===== src/rtl/pc_fetch_ctrl.sv =====
// rtl/pc_fetch_ctrl.sv - fetch-stage PC sequencer with single-outstanding imem handshake
module pc_fetch_ctrl #(
    parameter logic [63:0] RESET_PC  = 64'h0000_0000_8000_0000,
    parameter logic [31:0] NOP_INSTR = 32'h0000_0013
) (
    input  logic        clk,
    input  logic        rst_n,
    input  logic        StallF,
    input  logic        PCSrcE,
    input  logic [63:0] PCTargetE,
    input  logic        trap_valid,
    input  logic [63:0] trap_vector,
    output logic        imem_req,
    output logic [63:0] imem_addr,
    input  logic        imem_gnt,
    input  logic        imem_rvalid,
    input  logic [31:0] imem_rdata,
    output logic [63:0] PCF,
    output logic [63:0] PCPlus4F,
    output logic [31:0] InstrF,
    output logic        InstrValidF,
    output logic        misalign_exc
);

    typedef enum logic [1:0] {IDLE, REQ, WAIT, DROP} state_t;

    state_t      state;
    logic        misaligned;
    logic        redirect;
    logic [63:0] target;

    // A misaligned branch target is dropped here; traps are realigned and always win.
    always_comb begin
        misaligned = PCSrcE && !trap_valid && (PCTargetE[1:0] != 2'b00);
        redirect   = trap_valid || (PCSrcE && !misaligned);
        target     = trap_valid ? (trap_vector & ~64'h3) : PCTargetE;
    end

    assign PCPlus4F  = PCF + 64'd4;
    assign imem_addr = PCF;

    always_ff @(posedge clk or negedge rst_n) begin
        if (!rst_n) begin
            state        <= IDLE;
            PCF          <= RESET_PC;
            imem_req     <= 1'b0;
            InstrF       <= NOP_INSTR;
            InstrValidF  <= 1'b0;
            misalign_exc <= 1'b0;
        end else begin
            misalign_exc <= misaligned;
            case (state)
                IDLE: begin
                    if (redirect) PCF <= target;
                    state    <= REQ;
                    imem_req <= 1'b1;
                end
                REQ: begin
                    if (redirect) PCF <= target;
                    if (imem_gnt) begin
                        state    <= redirect ? DROP : WAIT;
                        imem_req <= 1'b0;
                    end
                end
                WAIT: begin
                    if (InstrValidF) begin
                        if (redirect || !StallF) begin
                            PCF         <= redirect ? target : PCPlus4F;
                            InstrValidF <= 1'b0;
                            InstrF      <= NOP_INSTR;
                            state       <= REQ;
                            imem_req    <= 1'b1;
                        end
                    end else if (redirect) begin
                        // A response arriving with the redirect is simply thrown away.
                        PCF      <= target;
                        state    <= imem_rvalid ? REQ : DROP;
                        imem_req <= imem_rvalid;
                    end else if (imem_rvalid) begin
                        InstrF      <= imem_rdata;
                        InstrValidF <= 1'b1;
                    end
                end
                DROP: begin
                    if (redirect) PCF <= target;
                    if (imem_rvalid) begin
                        state    <= REQ;
                        imem_req <= 1'b1;
                    end
                end
                default: state <= IDLE;
            endcase
        end
    end

endmodule

===== config.mk =====
export PLATFORM = sky130hd
export DESIGN_NAME = pc_fetch_ctrl
export DESIGN_NICKNAME = d
export VERILOG_FILES = /design/src/rtl/pc_fetch_ctrl.sv
export SDC_FILE = /design/constraint.sdc
export NUM_CORES = 1
export LEC_CHECK = 0
export BUFFER_PORTS_ARGS = -buffer_cell sky130_fd_sc_hd__clkbuf_2
export CAP_MARGIN = 40
export CORE_MARGIN = 2
export CORE_UTILIZATION = 25
export CTS_CLUSTER_DIAMETER = 40
export DETAILED_ROUTE_END_ITERATION = 7
export GPL_TIMING_DRIVEN = 0
export MAX_ROUTING_LAYER = met4
export SYNTH_ARGS = -nofsm -noshare
export SYNTH_HDL_FRONTEND = slang
export SYNTH_SLANG_ARGS = --single-unit

===== constraint.sdc =====
create_clock -name clk -period 3.4 [get_ports clk]
set_clock_uncertainty 0.2 [all_clocks]
set_input_delay 0.51 -clock clk [delete_from_list [all_inputs] [get_ports clk]]
set_output_delay 0.51 -clock clk [all_outputs]
set_load 0.01 [all_outputs]

==> flow_metrics.py <==
metrics = {
    "status": {
        "status": "complete, no violations",
    },
    "routing": {
        "vias": 8397,
        "vias_per_cell": 4.84,
        "postRouteAntennaNets": 0,
        "first_iter_violations": 484,
        "wl_per_cell_um": 20.6,
        "drc": 0,
        "wirelength_um": 35700,
        "drt_first_pass_iters": 5,
    },
    "critical_path": {
        "critical-path-slowest-cell": "dfrtp_2",
        "path_delay_family": "simple AND/OR/NAND/NOR gates",
        "end_kind": "output port",
        "path_cells": "buf_4, and4_4, and4_1, buf_4, nand4_4, nor3_4, xor2_2, clkbuf_2",
        "critPathMaxFanout": 10,
        "crit_arrival_ns": 2.59,
        "crit_top_cell": "buf_4",
        "start_kind": "flop",
        "cp.required_ns": 2.69,
        "path_class": "reg -> out",
        "path_buf_inv": 3,
        "critPathMaxStageDelay_ns": 0.42,
    },
    "clock_network": {
        "cts_tree": "done",
        "ctsRootBufferMaster": "clkbuf_16",
        "clk_pin_slew_ns": 0.09,
        "h-tree-depth": 3,
        "cts_inserted_buffers": 9,
        "cts.sink_count": 101,
        "cts_buffer_depth": 2,
        "worstSkewPairLatency_ns": 0.36,
    },
    "pwr": {
        "powerDensity_mw_per_mm2": 439,
        "seqPwrFrac_pct": 38.7,
        "p_int_mw": 2.80,
        "leakagePower_nw": 5.12,
        "ir_worst_vdd_v": 0.000265,
        "power_frac_comb_pct": 38.3,
        "swShare_pct": 40.0,
        "pwr-share-clk_pct": 23.0,
        "p_sw_mw": 1.87,
    },
    "synthesis": {
        "async_flop_share_pct": 100,
        "ys_seq_elements": 101,
        "synth_cell_types": 51,
        "yosys_warnings": 0,
        "netlist_area_mm2": 0.00748,
        "synth_area_per_cell_um2": 8.20,
        "ys_seq_area_share_pct": 33.8,
        "synth-edff-count": 0,
        "ys.flop_type": "dfrtp_1",
        "syn_inst": 913,
        "synth_nets": 1085,
    },
    "floorplanning": {
        "die_area_mm2": 0.0313,
        "core_mm2": 0.0296,
        "start_util_pct": 25.3,
        "io-pin-count": 394,
        "dieWidth_um": 177,
        "core.rowCount": 63,
        "die_y_um": 177,
    },
    "global_routing": {
        "grt_pass1_vias": 8147,
        "antenna_found_initial": 1,
        "grt_usage_pct": 22.9,
        "overflow": 0,
        "grt_max_degree": 58,
        "grt_pass1_wl_um": 50900,
    },
    "timing": {
        "period_needed_ns": 3.30,
        "slew_violations": 0,
        "setup-tns-final_ns": 0,
        "worst_pin_slew_ns": 0.946,
        "fmax_mhz": 303,
        "setup_viol": 0,
        "hold_viol_final": 0,
        "fin_crit_sh_pct": 97.1,
        "slew_headroom_pct": 36.9,
    },
    "place": {
        "hpwl_um": 28400,
        "gp_congestion": 0.902,
        "port_buffers": 390,
    },
    "worst_hold_path": {
        "hold_class": "in -> reg",
    },
    "layout": {
        "final_core_util_pct": 36.0,
        "layout-drive-gt1-share_pct": 42.9,
        "nets": 1512,
        "area_growth_pct": 42.3,
        "nFillCells": 3201,
    },
    "job": {
        "maxCapViolCount": 0,
    },
}
-- synthesized netlist by cell type, types with 2 or more instances --
| master | number | area share [%] |
|---|---|---|
| o221ai_1 | 17 | 2.0 |
| dfrtp_1 | 97 | 32 |
| nor3b_1 | 4 | 0.40 |
| dfstp_2 | 4 | 1.4 |
| and2_1 | 8 | 0.67 |
| nand3_1 | 28 | 1.9 |
| nand2_1 | 144 | 7.2 |
| a31oi_1 | 5 | 0.42 |
| or3_1 | 2 | 0.17 |
| o31ai_1 | 3 | 0.30 |
| xnor2_1 | 63 | 7.4 |
| nor2_1 | 63 | 3.2 |
| inv_1 | 13 | 0.65 |
| or4_1 | 4 | 0.40 |
| a21oi_1 | 22 | 1.5 |
| xor2_1 | 52 | 6.1 |
| and4_1 | 12 | 1.4 |
| nor2_2 | 2 | 0.17 |
| nor2b_1 | 12 | 1.0 |
| nand2b_1 | 32 | 2.7 |
| a221oi_1 | 3 | 0.35 |
| nor4_4 | 2 | 0.57 |
| a211oi_1 | 12 | 1.2 |
| or2_2 | 5 | 0.42 |
| ha_1 | 5 | 0.84 |
| o221ai_2 | 2 | 0.40 |
| o21ai_0 | 56 | 3.7 |
| buf_4 | 68 | 6.8 |
| clkbuf_1 | 40 | 2.0 |
| nor3_1 | 29 | 1.9 |
| and3_1 | 5 | 0.42 |
| mux2i_1 | 19 | 2.5 |
| buf_2 | 11 | 0.74 |
| nor4_1 | 11 | 0.92 |
| buf_1 | 5 | 0.25 |
| nand4_2 | 4 | 0.67 |
| nand4_1 | 35 | 2.9 |
-- metrics by stage --
stage                     worst slack [ns]  cell area, um2  hold slack (ns)  std cells  power, mW
after detailed placement            -0.546           10000            0.273       1698       3.61
after floorplan                      0.590            7480           0.0144        913       2.71
after global placement              -0.532            9920            0.265       1693       3.57
after global routing              -0.00117           10600            0.151       1736       4.98
final                               0.0986           10600            0.154       1736       4.68
after CTS                          0.00970           10500            0.140       1724       4.72
-- path summary, 6_finish.rpt --
check | start | end | slack, ns | cells past startpoint
setup / recovery | PCF[11] | PCPlus4F[57] | 0.1 | 8
hold / removal | trap_vector[45] | PCF[45] | 0.15 | 3
setup reg to reg | state[0] | PCF[51] | 0.32 | 9
hold reg to reg | InstrF[20] | InstrF[20] | 0.29 | 2
max in group asynchronous | rst_n | PCF[20] | 1.81 | 3
min in group asynchronous | rst_n | InstrF[27] | 0.47 | 2
-- worst min-delay path: cells and delay by family --
family                 cells  cell delay [ns]
AOI/OAI and AO/OA          1             0.05
buffers and inverters      1             0.08
and+or+nand+nor            1             0.04
-- cells by family (layout without fill, tap and decap cells) --
| family | Yosys count | in the layout | share of synthesized area (%) |
|---|---|---|---|
| compound gates | 128 | 128 | 10.8 |
| xor+xnor | 115 | 115 | 13.5 |
| fa+ha+maj | 5 | 5 | 0.836 |
| buf+inv | 137 | 569 | 10.5 |
| flops | 101 | 101 | 33.8 |
| mux | 20 | 20 | 2.69 |
| other cells | 0 | 1 | 0 |
| simple gates | 407 | 407 | 27.9 |
-- area by class of cell --
class / instances / area, um2 / share of cell area (%)
antenna: 1 / 2.50 / 0.0235
buffer: 118 / 726 / 6.82
tap: 390 / 488 / 4.58
sequential: 101 / 2550 / 24.0
clock buffer: 10 / 229 / 2.15
timing repair buffer: 422 / 2240 / 21.1
multi-input combinational: 675 / 4300 / 40.4
inverter: 13 / 48.8 / 0.458
clock inverter: 6 / 55.1 / 0.517
-- cell usage in the layout (no fill, tap or decap), types with 4 or more instances in the layout --
cell type and instances:
o221ai_1 17, nor4_4 4, and3_1 4, dfrtp_2 17, nor3b_1 4, clkbuf_1 34
inv_1 13, xor2_1 51, clkbuf_16 9, ha_1 4, nor4_1 9, nand4_1 35
dfstp_2 4, mux2i_1 19, o21ai_0 56, nand2b_1 31, buf_2 6, buf_4 97
nor2b_1 12, xnor2_1 63, and2_1 8, nor3_1 26, clkbuf_2 390, nor2_2 5
dfrtp_1 80, nand3_1 27, a21oi_1 22, buf_1 5, a211oi_1 12, or2_2 5
nor2_1 59, a31oi_1 5, nand2_1 144, and4_1 8, or4_1 4
-- repair_timing --
action	in CTS	in global routing
endpoints found under the hold margin	41	0
resized for setup	41	15
pin swaps	7	7
buffers inserted	13	13
setup endpoints to repair	49	30
gates cloned	0	0
hold buffers	1	0
-- sequential cells by signal (all words and copies together) (netlist names) --
name and count:
misalign_exc 1, PCF 64, InstrValidF 1, imem_req 1
state 2, InstrF 32
-- layer usage --
metal,wire length (um),vias up,GRT usage [%]
li1,-,3929,-
met1,14400,3975,27.0
met2,17800,442,40.0
met3,2800,51,3.99
met4,782,0,6.16
met5,0,-,-
-- power by group through the flow --
stage | Clock (mW) | Combinational, mW | Sequential, mW
6_report | 1.07 | 1.79 | 1.81
3_3_place_gp | 0 | 1.74 | 1.82
4_1_cts | 1.11 | 1.79 | 1.82
2_1_floorplan | 0 | 0.855 | 1.85
5_1_grt | 1.15 | 1.98 | 1.85
3_5_place_dp | 0 | 1.79 | 1.82
Power figures use the tool's default switching activity.
